## src/rtl/fetch_unit_pkg.sv

```systemverilog
// Shared definitions for the instruction fetch stage: FSM states, reset PC
// and the opcodes the bench uses to build branch/jump words.
package fetch_unit_pkg;

  typedef enum logic [1:0] {
    ST_IDLE  = 2'd0,
    ST_REQ   = 2'd1,
    ST_VALID = 2'd2
  } fetch_state_e;

  localparam logic [31:0] RESET_PC_DEFAULT = 32'h0040_0000;

  localparam logic [5:0] OPC_J   = 6'b000010;
  localparam logic [5:0] OPC_BEQ = 6'b000100;

endpackage

```

## src/rtl/fetch_unit_next_pc.sv

```systemverilog
// Sequential and redirect target computation for the fetch stage.
// A jump keeps the upper nibble of pc+4; a branch adds the sign-extended
// word offset to pc+4 with plain 32-bit wrap.
module fetch_unit_next_pc (
  input  logic [31:0] pc,
  input  logic [25:0] instr_index,
  input  logic        dojump,
  output logic [31:0] pcplus4,
  output logic [31:0] target
);

  logic [31:0] jump_target;
  logic [31:0] branch_target;

  // Both candidate targets are formed every cycle; dojump selects the jump
  always_comb begin
    pcplus4       = pc + 32'd4;
    jump_target   = {pcplus4[31:28], instr_index, 2'b00};
    branch_target = pcplus4 + {{14{instr_index[15]}}, instr_index[15:0], 2'b00};
    target        = dojump ? jump_target : branch_target;
  end

endmodule

```

## src/rtl/fetch_unit.sv

```systemverilog
// Instruction fetch stage: owns the PC, reads instruction memory and hands
// one instruction at a time to the decoder with a valid/ready handshake.
// A single prefetch slot holds the word at pc+4 so sequential code can
// retire one instruction per cycle when memory keeps up.
module fetch_unit
  import fetch_unit_pkg::*;
#(
  parameter logic [31:0] RESET_PC = RESET_PC_DEFAULT
) (
  input  logic        clk,
  input  logic        reset_n,
  output logic [31:0] imem_addr,
  output logic        imem_req,
  input  logic        imem_ack,
  input  logic [31:0] imem_rdata,
  output logic [31:0] instr,
  output logic        instr_valid,
  input  logic        instr_ready,
  input  logic        dobranch,
  input  logic        dojump,
  output logic [31:0] pc,
  output logic [31:0] pcplus4
);

  fetch_state_e state_q, state_d;
  logic [31:0]  pc_q, pc_d;
  logic [31:0]  instr_q, instr_d;
  logic [31:0]  pf_data_q, pf_data_d;
  logic         pf_full_q, pf_full_d;

  logic [31:0]  pcplus4_w;
  logic [31:0]  target_w;
  logic         transfer;
  logic         retire;
  logic         redirect;

  fetch_unit_next_pc u_next_pc (
    .pc          (pc_q),
    .instr_index (instr_q[25:0]),
    .dojump      (dojump),
    .pcplus4     (pcplus4_w),
    .target      (target_w)
  );

  // State and datapath registers; synchronous active-low reset
  always_ff @(posedge clk) begin
    if (!reset_n) begin
      state_q   <= ST_IDLE;
      pc_q      <= RESET_PC;
      instr_q   <= 32'd0;
      pf_data_q <= 32'd0;
      pf_full_q <= 1'b0;
    end else begin
      state_q   <= state_d;
      pc_q      <= pc_d;
      instr_q   <= instr_d;
      pf_data_q <= pf_data_d;
      pf_full_q <= pf_full_d;
    end
  end

  // Handshake outputs depend only on state, pc and pf_full (never on ack);
  // they are forced low while reset is asserted so a mid-run reset is quiet
  always_comb begin
    imem_req    = 1'b0;
    imem_addr   = pc_q;
    instr_valid = 1'b0;
    if (reset_n) begin
      case (state_q)
        ST_REQ: begin
          imem_req = 1'b1;
        end
        ST_VALID: begin
          instr_valid = 1'b1;
          imem_req    = !pf_full_q;
          imem_addr   = pcplus4_w;
        end
        default: begin
        end
      endcase
    end
  end

  assign transfer = imem_req & imem_ack;
  assign retire   = instr_valid & instr_ready;
  assign redirect = dojump | dobranch;

  // Next-state logic: fetch, retire, prefetch capture and redirect handling
  always_comb begin
    state_d   = state_q;
    pc_d      = pc_q;
    instr_d   = instr_q;
    pf_data_d = pf_data_q;
    pf_full_d = pf_full_q;
    case (state_q)
      ST_IDLE: begin
        state_d = ST_REQ;
      end
      ST_REQ: begin
        if (transfer) begin
          instr_d = imem_rdata;
          state_d = ST_VALID;
        end
      end
      ST_VALID: begin
        if (retire) begin
          if (redirect) begin
            pc_d      = target_w;
            pf_full_d = 1'b0;
            state_d   = ST_REQ;
          end else begin
            pc_d = pcplus4_w;
            if (pf_full_q) begin
              instr_d   = pf_data_q;
              pf_full_d = 1'b0;
            end else if (transfer) begin
              instr_d = imem_rdata;
            end else begin
              state_d = ST_REQ;
            end
          end
        end else if (transfer) begin
          pf_full_d = 1'b1;
          pf_data_d = imem_rdata;
        end
      end
      default: begin
        state_d = ST_IDLE;
      end
    endcase
  end

  assign instr   = instr_q;
  assign pc      = pc_q;
  assign pcplus4 = pcplus4_w;

endmodule

```

## config.mk

```make
export PLATFORM = sky130hd
export DESIGN_NAME = fetch_unit
export DESIGN_NICKNAME = d
export VERILOG_FILES = /design/src/rtl/fetch_unit_pkg.sv /design/src/rtl/fetch_unit_next_pc.sv /design/src/rtl/fetch_unit.sv
export SDC_FILE = /design/constraint.sdc
export NUM_CORES = 1
export LEC_CHECK = 0
export CELL_PAD_IN_SITES_DETAIL_PLACEMENT = 0
export CELL_PAD_IN_SITES_GLOBAL_PLACEMENT = 2
export CORE_ASPECT_RATIO = 0.75
export CORE_MARGIN = 2
export CORE_UTILIZATION = 29
export CTS_CLUSTER_SIZE = 20
export DETAILED_ROUTE_END_ITERATION = 10
export PLACE_DENSITY_LB_ADDON = 0.1
export RECOVER_POWER = 50
export SYNTH_ARGS = -nofsm -noshare
export SYNTH_HDL_FRONTEND = slang
export SYNTH_HIERARCHICAL = 1
export SYNTH_SLANG_ARGS = --single-unit
```

## constraint.sdc

```tcl
create_clock -name clk -period 4.26 [get_ports clk]
set_clock_uncertainty 0.05 [all_clocks]
set_input_delay 0.639 -clock clk [delete_from_list [all_inputs] [get_ports clk]]
set_output_delay 0.639 -clock clk [all_outputs]
set_load 0.02 [all_outputs]
```

==> out/qor.yml, run 1 <==
status: "finished clean"
async_flop_share_pct: 0
drive_gt1_share_pct: 13.6
synth_top_cell_by_area: "dfxtp_1"
cp_slowest_cell: "clkdlybuf4s50_1"
die_h_um: 140
grtUsageMet3_pct: 3.87
track_usage_pct: 20.7
fin_crit_sh_pct: 95.2
routed_wl_mm: 27.0
synth-seq-cells: 99
place_congestion: 0.888
grt.met2_usage_pct: 30.6
crit_family: "simple AND/OR/NAND/NOR gates"
yosys_warnings: 6
finalSetupViolCount: 0
cts_hold_buf: 0
holdWs_ns: 0.405
met1_usage_pct: 31.5
yosys-top-cells-count: "nand2_1 (128), dfxtp_1 (99), a21oi_1 (91)"
crit_arrival_ns: 3.37
yosysSeqAreaShare_pct: 27.6
grt_max_degree: 74
hold_viol_final: 0
antenna_cells: 0
overflow: 0
tritoncts: "built"
drc: 0
synth_edf_count: 0
fillers: 2521
period_needed_ns: 4.06
cts_resized: 0
antenna_found_initial: 0
dp_hpwl_mm: 20.2
initial_utilization_pct: 29.7
num_rows: 49
dp.cells: 1401
numClockSinks: 99
hold_class: "register to register"
cpMostUsedCell: "and4_1"
cts_inserted_buffers: 9
grt_pass1_wl_mm: 41.2
die_x_um: 186
syn_to_final_growth_pct: 38.2
viasPerCell: 5.08
yosys_most_used_dff: "dfxtp_1"
max-cap-violations: 0
rsz0062_at_grt: "yes"
dpl_cell_area_um2: 9590
final_area_um2: 9920
yosysMostFrequentCell: "nand2_1"
clk_pin_slew_worst_paths_ns: 0.08
busiest_layer: "met1"
final_cells: 1417
critPathLaunchType: "register"
ioPinCount: 168
max_freq_mhz: 247
fin_nets: 1159
crit_type: "register to output pin"
worstMarginPinSlew_ns: 0.904
cts_setup_buffers: 0
synth_top_area_share_pct: 27.6
ir_drop_v: 0.000182
ys_types: 61
report.final.slew_viol_count: 0
critPathMaxStageDelay_ns: 0.60
core_area_um2: 24200
cp-end-kind: "output pin"
io_buffers: 167
syn_area_um2: 7180
final_antenna_net_count: 0
drt-wirelength-per-cell_um: 19.0
drt-pass1-iter-count: 5
power_density_nw_per_um2: 228
cp_max_fo: 5
crit_chain: "and4_1 > and3_1 > buf_4 > and4_1 > nand4_1 > xnor2_1 > mux2_2 > clkdlybuf4s50_1"
relSlewSlack_pct: 39.7
postSynthAreaPerCell_um2: 8.08
critPathBufInv: 2
drt_iter0_markers: 547
synthCells: 888
power.total_mw: 2.26
dieArea_um2: 26000
vias: 7194
clock_latency_ns: 0.36
p_leak_nw: 4.27
clk_path_buf_depth: 2
grt_pass1_vias: 6786
crit_required_ns: 3.57
yosys-top-cells-area: "dfxtp_1 (28%), mux2i_1 (9.6%), ha_1 (6.8%), nand2_1 (6.7%), a21oi_1 (6.3%)"
h-tree-depth: 3
syn_nets: 966
root_buffer: "clkbuf_16"
## flip-flops by register name, indices dropped and copies added, names as in the netlist
| register | cells |
|---|---|
| pf_full_q | 1 |
| instr | 32 |
| pc | 32 |
| pf_data_q | 32 |
| state_q | 2 |
## where the power goes
part           total [mW]  internal (mW)  switching, mW  leakage [nW]
sequential          0.974          0.949         0.0247         0.798
clock               0.837          0.413          0.424         0.146
combinational       0.450          0.192          0.259          3.33
## through the flow
| stage | util [%] | worst slack [ns] | TNS [ns] |
|---|---|---|---|
| after detailed placement | 39.7 | 0.279 | 0 |
| after CTS | 40.9 | 0.245 | 0 |
| final | 41.1 | 0.204 | 0 |
| after global routing | 41.1 | -0.0594 | -0.100 |
| after global placement | 39.7 | 0.334 | 0 |
| after floorplan | - | 0.0347 | 0 |
## path summary, 6_finish.rpt
path                               startpoint  cells past startpoint       endpoint  slack, ns
worst max register to register          pc[7]                     15         pc[30]       0.27
worst max-delay path                    pc[7]                      8  imem_addr[30]       0.20
worst min register to register  pf_data_q[12]                      2  pf_data_q[12]       0.41
worst min-delay path            pf_data_q[12]                      2  pf_data_q[12]       0.41
## placed cells by master, fill, tap and decap left out, types with 3 or more instances in the layout
master	n
clkbuf_16	9
and2_1	7
xor2_1	14
o21a_1	8
a22o_1	4
and4_1	6
inv_1	16
clkdlybuf4s50_1	159
nand2_1	127
nand4_1	14
mux2i_1	69
nand3_1	47
o21ai_0	69
a31oi_1	4
a21o_1	19
o21bai_1	3
ha_1	39
nor3_1	6
and3_1	8
dlygate4sd3_1	6
nor2b_1	6
a31o_2	3
a211oi_1	4
nand2b_1	5
nor2_1	16
dfxtp_1	99
mux2_2	35
a21oi_1	91
xnor2_1	32
o31ai_1	36
buf_4	73
## metal layers
layer  part of all wire (%)  up-vias
li1                       -     3617
met1                     52     3402
met2                     42      165
met3                    5.6       10
met4                   0.52        0
met5                      0        -
## kinds of logic (layout without fill, tap and decap cells)
| family | count (synthesis) | after routing | synth area share (%) |
|---|---|---|---|
| AOI/OAI and AO/OA | 270 | 270 | 23.7 |
| DFF | 99 | 99 | 27.6 |
| xor gates and xnor gates | 48 | 48 | 5.86 |
| buffers and inverters | 75 | 273 | 4.39 |
| muxes | 104 | 104 | 15.1 |
| and+or+nand+nor | 252 | 252 | 16.3 |
| adders and majority gates | 40 | 40 | 7.08 |
## worst min-delay path, stage by stage (launching register included)
cell and delay, ns:
dfxtp_1 0.31, nand2_1 0.05, a21oi_1 0.05
## layout make-up
class                           instances  area [um2]  share of cell area (%)
Clock buffer                            9         225                    2.27
Clock inverter                          7        72.6                   0.732
Inverter                               16        60.1                   0.605
Multi-Input combinational cell        714        4940                    49.8
Sequential cell                        99        1980                    20.0
Tap cell                              331         414                    4.18
Timing Repair Buffer                  241        2230                    22.5
(Power assumes the default switching activity.)
==> inputs of run 2 (changes only) <==
SKIP_CTS_REPAIR_TIMING = 1   (was not set)
==> results of run 2 <==
Same layout as run 1: the final DEF is identical, and so are final timing and power.
